## src/rtl/mux_scan_nto1.sv

```systemverilog
// mux_scan_nto1: N-channel, WIDTH-bit multiplexer with a registered valid/ready
// output. Direct mode follows sel; scan mode visits the channels enabled in
// ch_mask round-robin, holding each one for a programmable dwell time.
module mux_scan_nto1 #(
  parameter int unsigned N       = 16,
  parameter int unsigned WIDTH   = 1,
  parameter int unsigned SEL_W   = $clog2(N),
  parameter int unsigned DWELL_W = 8
) (
  input  logic                 clk,
  input  logic                 rst_n,
  input  logic [N*WIDTH-1:0]   in,
  input  logic [SEL_W-1:0]     sel,
  input  logic                 scan_en,
  input  logic [N-1:0]         ch_mask,
  input  logic [DWELL_W-1:0]   dwell,
  output logic [WIDTH-1:0]     out,
  output logic [SEL_W-1:0]     out_ch,
  output logic                 out_err,
  output logic                 out_valid,
  input  logic                 out_ready
);

  typedef enum logic [1:0] {
    ST_DIRECT    = 2'd0,
    ST_SCAN_WAIT = 2'd1,
    ST_SCAN_HOLD = 2'd2
  } state_t;

  // sel can only exceed N-1 when N is not a power of two
  localparam int unsigned SEL_SPAN = 1 << SEL_W;
  localparam bit          HAS_OOR  = SEL_SPAN > N;

  state_t             state;
  logic [SEL_W-1:0]   ptr;
  logic [DWELL_W-1:0] dwell_cnt;

  logic [WIDTH-1:0]   ch_data [N];
  logic               sel_oor_c;
  logic [WIDTH-1:0]   direct_data_c;
  logic [SEL_W-1:0]   first_ptr_c;
  logic [SEL_W-1:0]   next_ptr_c;
  logic [DWELL_W-1:0] dwell_lim_c;
  logic               expire_c;
  logic               mask_any_c;
  logic               ptr_on_c;
  logic               reg_free_c;
  logic               cap_c;
  logic [WIDTH-1:0]   cap_data_c;
  logic [SEL_W-1:0]   cap_ch_c;
  logic               cap_err_c;

  // Unpack the flat input bus into per-channel words
  for (genvar k = 0; k < N; k++) begin : g_ch
    assign ch_data[k] = in[k*WIDTH +: WIDTH];
  end

  // Out-of-range detection for direct-mode select
  if (HAS_OOR) begin : g_oor
    assign sel_oor_c = sel > SEL_W'(N - 1);
  end else begin : g_no_oor
    assign sel_oor_c = 1'b0;
  end

  assign direct_data_c = sel_oor_c ? '0 : ch_data[sel];
  assign mask_any_c    = |ch_mask;
  assign ptr_on_c      = ch_mask[ptr];
  assign reg_free_c    = !out_valid || out_ready;

  // A dwell of zero behaves like a dwell of one
  assign dwell_lim_c = (dwell == '0) ? '0 : dwell - DWELL_W'(1);
  assign expire_c    = dwell_cnt >= dwell_lim_c;

  // Lowest enabled channel, used as the scan starting point
  always_comb begin
    first_ptr_c = '0;
    for (int unsigned k = 0; k < N; k++) begin
      if (ch_mask[SEL_W'(N - 1 - k)]) first_ptr_c = SEL_W'(N - 1 - k);
    end
  end

  // Next enabled channel above ptr with wrap; the last hit is the nearest
  always_comb begin
    int unsigned idx;
    idx        = 0;
    next_ptr_c = ptr;
    for (int unsigned i = 0; i < N; i++) begin
      idx = 32'(ptr) + N - i;
      if (idx >= N) idx = idx - N;
      if (ch_mask[SEL_W'(idx)]) next_ptr_c = SEL_W'(idx);
    end
  end

  // Capture decision and payload for the output register
  always_comb begin
    cap_c      = 1'b0;
    cap_data_c = direct_data_c;
    cap_ch_c   = sel;
    cap_err_c  = sel_oor_c;
    case (state)
      ST_DIRECT: begin
        cap_c = !scan_en && reg_free_c;
      end
      ST_SCAN_WAIT: begin
        cap_c      = scan_en && mask_any_c && expire_c && ptr_on_c && reg_free_c;
        cap_data_c = ch_data[ptr];
        cap_ch_c   = ptr;
        cap_err_c  = 1'b0;
      end
      ST_SCAN_HOLD: begin
        cap_c      = scan_en && ptr_on_c && reg_free_c;
        cap_data_c = ch_data[ptr];
        cap_ch_c   = ptr;
        cap_err_c  = 1'b0;
      end
      default: cap_c = 1'b0;
    endcase
  end

  // Mode FSM with scan pointer and dwell counter
  always_ff @(posedge clk or negedge rst_n) begin
    if (!rst_n) begin
      state     <= ST_DIRECT;
      ptr       <= '0;
      dwell_cnt <= '0;
    end else begin
      case (state)
        ST_DIRECT: begin
          if (scan_en) begin
            state     <= ST_SCAN_WAIT;
            ptr       <= first_ptr_c;
            dwell_cnt <= '0;
          end
        end
        ST_SCAN_WAIT: begin
          if (!scan_en) begin
            state <= ST_DIRECT;
          end else if (!mask_any_c) begin
            dwell_cnt <= '0;
          end else if (expire_c) begin
            if (!ptr_on_c || reg_free_c) begin
              ptr       <= next_ptr_c;
              dwell_cnt <= '0;
            end else begin
              state <= ST_SCAN_HOLD;
            end
          end else begin
            dwell_cnt <= dwell_cnt + DWELL_W'(1);
          end
        end
        ST_SCAN_HOLD: begin
          if (!scan_en) begin
            state <= ST_DIRECT;
          end else if (!mask_any_c) begin
            state     <= ST_SCAN_WAIT;
            dwell_cnt <= '0;
          end else if (!ptr_on_c || reg_free_c) begin
            state     <= ST_SCAN_WAIT;
            ptr       <= next_ptr_c;
            dwell_cnt <= '0;
          end
        end
        default: state <= ST_DIRECT;
      endcase
    end
  end

  // Output register with valid/ready handshake
  always_ff @(posedge clk or negedge rst_n) begin
    if (!rst_n) begin
      out       <= '0;
      out_ch    <= '0;
      out_err   <= 1'b0;
      out_valid <= 1'b0;
    end else if (cap_c) begin
      out       <= cap_data_c;
      out_ch    <= cap_ch_c;
      out_err   <= cap_err_c;
      out_valid <= 1'b1;
    end else if (out_ready) begin
      out_valid <= 1'b0;
    end
  end

endmodule

```

## config.mk

```make
export PLATFORM = sky130hd
export DESIGN_NAME = mux_scan_nto1
export DESIGN_NICKNAME = d
export VERILOG_FILES = /design/src/rtl/mux_scan_nto1.sv
export SDC_FILE = /design/constraint.sdc
export NUM_CORES = 1
export LEC_CHECK = 0
export ABC_AREA = 1
export BUFFER_PORTS_ARGS = -buffer_cell sky130_fd_sc_hd__buf_2
export CAP_MARGIN = 25
export CORE_ASPECT_RATIO = 1.5
export CORE_MARGIN = 3
export CORE_UTILIZATION = 37
export DETAILED_ROUTE_END_ITERATION = 10
export PLACE_DENSITY = 0.57
export SYNTH_ARGS = -nofsm -noshare
export SYNTH_HDL_FRONTEND = slang
export SYNTH_SLANG_ARGS = --single-unit
```

## constraint.sdc

```tcl
create_clock -name clk -period 2.6 [get_ports clk]
set_input_delay 0.52 -clock clk [delete_from_list [all_inputs] [get_ports clk]]
set_output_delay 0.52 -clock clk [all_outputs]
set_load 0.05 [all_outputs]
```

==> run_summary.xml <==
<?xml version="1.0" encoding="UTF-8"?>
<metrics>
  <group name="clock_tree">
    <metric name="clkSinkCount" unit="">20</metric>
    <metric name="cts-hold-fix-buffers" unit="">0</metric>
    <metric name="cts-root-to-sink-buffers" unit="">2</metric>
    <metric name="ctsHtreeMaxLevel" unit="">1</metric>
    <metric name="cts-buffers-inserted" unit="">3</metric>
    <metric name="clk_slew_on_worst_s_h_paths" unit="ns">0.06</metric>
    <metric name="tritoncts" unit="">built</metric>
    <metric name="cts-root-buf" unit="">clkbuf_16</metric>
    <metric name="worst_skew_pair.late_latency" unit="ns">0.26</metric>
  </group>
  <group name="die">
    <metric name="fp.dieW" unit="um">88.04</metric>
    <metric name="io-pin-count" unit="">55</metric>
    <metric name="initial_utilization" unit="%">38.33</metric>
    <metric name="die_area" unit="sq um">11360</metric>
    <metric name="placeableCoreArea" unit="sq um">9744</metric>
    <metric name="row_count" unit="">44</metric>
    <metric name="die-height" unit="um">129.1</metric>
  </group>
  <group name="layout">
    <metric name="area_growth" unit="%">44.09</metric>
    <metric name="layout_commonest_cell" unit="">nand2_1</metric>
    <metric name="final_nets" unit="">855</metric>
    <metric name="post_route_cells_drive_above_1_share" unit="%">36.22</metric>
    <metric name="layout.area.seq" unit="sq um">503.0</metric>
    <metric name="insertedDiodeCount" unit="">0</metric>
    <metric name="final.fill_count" unit="">983</metric>
    <metric name="layout.cells.most_common_list" unit="">nand2_1 (172), buf_4 (68), nand3_1 (66), inv_1 (60), buf_2 (51)</metric>
    <metric name="area_of_combinational_cells_with_multiple_inputs" unit="sq um">3343</metric>
  </group>
  <group name="timing">
    <metric name="clock.fmax" unit="MHz">380.5</metric>
    <metric name="setup_total_negative_slack" unit="ns">-0.04242</metric>
    <metric name="finalCritPeriodShare" unit="%">101.1</metric>
    <metric name="finalClockSkew" unit="ns">0.002376</metric>
    <metric name="final_max_slew_viol_count" unit="">0</metric>
    <metric name="grt_setup_unrepaired" unit="">true</metric>
    <metric name="final_period_minus_worst_setup_slack" unit="ns">2.628</metric>
    <metric name="holdWs" unit="ns">0.2212</metric>
    <metric name="finalHoldViolations" unit="">0</metric>
    <metric name="setup_viol" unit="">2</metric>
    <metric name="final_critical_path_setup_slack" unit="ns">-0.02829</metric>
  </group>
  <group name="critical_path">
    <metric name="crit-reg2reg-capture" unit="">ptr[3]$_DFFE_PN0P_</metric>
    <metric name="cp_data_required_time" unit="ns">2.79</metric>
    <metric name="logic_depth_of_the_worst_setup_path_including_buffers" unit="">20</metric>
    <metric name="setup.worst_path.end_class" unit="">register</metric>
    <metric name="crit_fanout" unit="">3</metric>
    <metric name="reg2reg_depth" unit="">16</metric>
    <metric name="crit_type" unit="">input pin to register</metric>
    <metric name="worstPathArrival" unit="ns">2.82</metric>
    <metric name="reg2reg_from" unit="">ptr[1]$_DFFE_PN0P_</metric>
    <metric name="crit_path_end" unit="">ptr[0]$_DFFE_PN0P_</metric>
    <metric name="crit_path_cell_trace" unit="">buf_2 &gt; buf_4 &gt; nor2_2 &gt; nand2_4 &gt; nor3_4 &gt; o21ai_2 &gt; ha_1 &gt; nand2_2 &gt; nor2_4 &gt; nand4_1 &gt; nand2_2 &gt; inv_2 &gt; nand2_4 &gt; o211ai_1 &gt; or2_1 &gt; inv_2 &gt; nand2_2 &gt; a31oi_4 &gt; o21ai_1 &gt; o21ai_1</metric>
    <metric name="slowest_stage" unit="">ha_1</metric>
    <metric name="cp_num_buf_inv" unit="">4</metric>
    <metric name="critPathLaunch" unit="">dwell[3]</metric>
    <metric name="setup.reg_to_reg.worst_slack" unit="ns">0.01</metric>
    <metric name="setup.worst_path.start_class" unit="">input pin</metric>
    <metric name="crit_path_max_incr_delay" unit="ns">0.33</metric>
    <metric name="path_common_cell" unit="">nand2_2</metric>
    <metric name="cpLargestDelayFamily" unit="">simple AND/OR/NAND/NOR gates</metric>
  </group>
  <group name="synth">
    <metric name="synth_seq_area_share" unit="%">13.40</metric>
    <metric name="yosys_warnings" unit="">0</metric>
    <metric name="synth_largest_area_cell" unit="">nand2_1</metric>
    <metric name="synth_nets" unit="">735</metric>
    <metric name="post_synth_inst_count" unit="">666</metric>
    <metric name="synth_top_family_by_area" unit="">simple AND/OR/NAND/NOR gates</metric>
    <metric name="post_synth_fa_ha_maj_area_fraction" unit="%">7.035</metric>
    <metric name="synth-seq-cells" unit="">20</metric>
    <metric name="post_synth_main_area_contributors" unit="">nand2_1 (20%), dfrtp_1 (13%), nand3_1 (10%)</metric>
    <metric name="synth.mux.area_fraction" unit="%">1.072</metric>
    <metric name="synth.lib_cells_used.distinct" unit="">50</metric>
    <metric name="synthDominantCellAreaShare" unit="%">20.30</metric>
    <metric name="postSynthAreaPerCell" unit="sq um">5.608</metric>
    <metric name="fraction_of_the_mapped_netlist_area_in_compound_gates" unit="%">21.31</metric>
    <metric name="syn-cell-area" unit="sq um">3735</metric>
    <metric name="xor_xnor_cell_area_share_of_the_yosys_netlist" unit="%">3.250</metric>
    <metric name="synth_simple_gate_area_share" unit="%">41.91</metric>
  </group>
  <group name="detailed_routing">
    <metric name="vias" unit="">4812</metric>
    <metric name="ant_nets" unit="">0</metric>
    <metric name="vias_per_cell" unit="">5.353</metric>
    <metric name="wl_per_cell" unit="um">14.77</metric>
    <metric name="finalWirelength" unit="mm">13.28</metric>
    <metric name="drcViolationCount" unit="">0</metric>
    <metric name="drt_iter0_markers" unit="">225</metric>
    <metric name="drt_pre_antenna_iters" unit="">5</metric>
  </group>
  <group name="status">
    <metric name="status" unit="">finished with violations</metric>
    <metric name="failed_checks" unit="">setup timing</metric>
  </group>
  <group name="grt">
    <metric name="antenna_found_initial" unit="">0</metric>
    <metric name="first_pass_grt_wire_length" unit="mm">20.89</metric>
    <metric name="first_global_vias" unit="">4526</metric>
    <metric name="grt_start_max_net_pins" unit="">23</metric>
    <metric name="global_route.overflow_total" unit="">0</metric>
    <metric name="global_route.usage.total" unit="%">23.04</metric>
  </group>
  <group name="flow_run">
    <metric name="cap_viol_max_count" unit="">0</metric>
  </group>
  <group name="place">
    <metric name="post-place-ws" unit="ns">-0.4619</metric>
    <metric name="dp_hpwl" unit="mm">10.52</metric>
    <metric name="portBuffers" unit="">53</metric>
    <metric name="gp_congestion" unit="">0.9440</metric>
  </group>
  <group name="min_path">
    <metric name="min_path_type" unit="">input pin to async pin</metric>
  </group>
</metrics>
## cells by family after synthesis
logic type	after synthesis
XOR/XNOR	10
AND/OR/NAND/NOR	363
adder cells (fa/ha/maj)	21
AO/OA/AOI/OAI	139
other	1
flip-flops	20
multiplexers	4
buffers and inverters	108
## area by class of cell
type                            instances  area share, %
Timing Repair Buffer                  133          17.46
Clock buffer                            3          1.395
Tap cell                              115          2.674
Multi-Input combinational cell        538          62.13
Sequential cell                        20          9.347
Inverter                               90          6.998
## routing by layer
metal	wire [um]	global-route usage (%)	part of all wire, %	up-vias
li1	-	-	-	2437
met1	4905	25.16	37	2202
met2	7380	44.63	56	140
met3	442	1.209	3.3	33
met4	551	9.964	4.1	0
met5	0	0	0	-
## synthesized netlist by cell type, drive strengths merged
library cell	n
o2111a	1
mux2i	4
inv	88
ha	21
o211a	1
xnor2	2
o211ai	7
o22ai	5
o21a	3
a211oi	1
clkinv	2
o21bai	1
nor4	3
conb	1
dfrtp	20
xor2	8
or2	7
o32ai	1
o31ai	2
nor2	49
a311oi	1
o2111ai	1
nand4	3
o21ai	60
clkbuf	7
a21boi	1
nor3	10
a21oi	46
nand2	214
a22o	1
nand3	77
buf	11
a31oi	7
## through the flow
step	util [%]	std cells	instance area, sq um
detailed placement	47.09	880	4588
global placement	47.09	880	4588
CTS	50.31	889	4902
finish	55.23	899	5381
global route	55.23	899	5381
floorplan	-	666	3802
## sequential cells by signal, summed over array words and instances, names as in the netlist
signal	flops
dwell_cnt	8
out	1
out_valid	1
out_ch	4
ptr	4
state	2
## timing repair
item / in CTS / in global routing
endpoints found under the setup margin: 16 / 20
setup buffers: 6 / 10
cloned: 0 / 0
pin swaps: 23 / 41
resized for setup: 52 / 110
endpoints found under the hold margin: 0 / 0
## worst min path at each step
stage / start / end / slack (ns) / depth (start not counted)
CTS: rst_n / out$_DFFE_PN0P_ / 0.24 / 1
finish: rst_n / out$_DFFE_PN0P_ / 0.22 / 1
global placement: out_ch[0]$_DFFE_PN0P_ / out_ch[0]$_DFFE_PN0P_ / 0.50 / 2
floorplan: rst_n / dwell_cnt[0]$_DFFE_PN0P_ / 0.22 / 0
global route: rst_n / out_ch[1]$_DFFE_PN0P_ / 0.26 / 1
detailed placement: out_ch[0]$_DFFE_PN0P_ / out_ch[0]$_DFFE_PN0P_ / 0.50 / 2
Power is not shown: default switching activity piles up to over one toggle a cycle in this logic, so the estimate is an artifact.
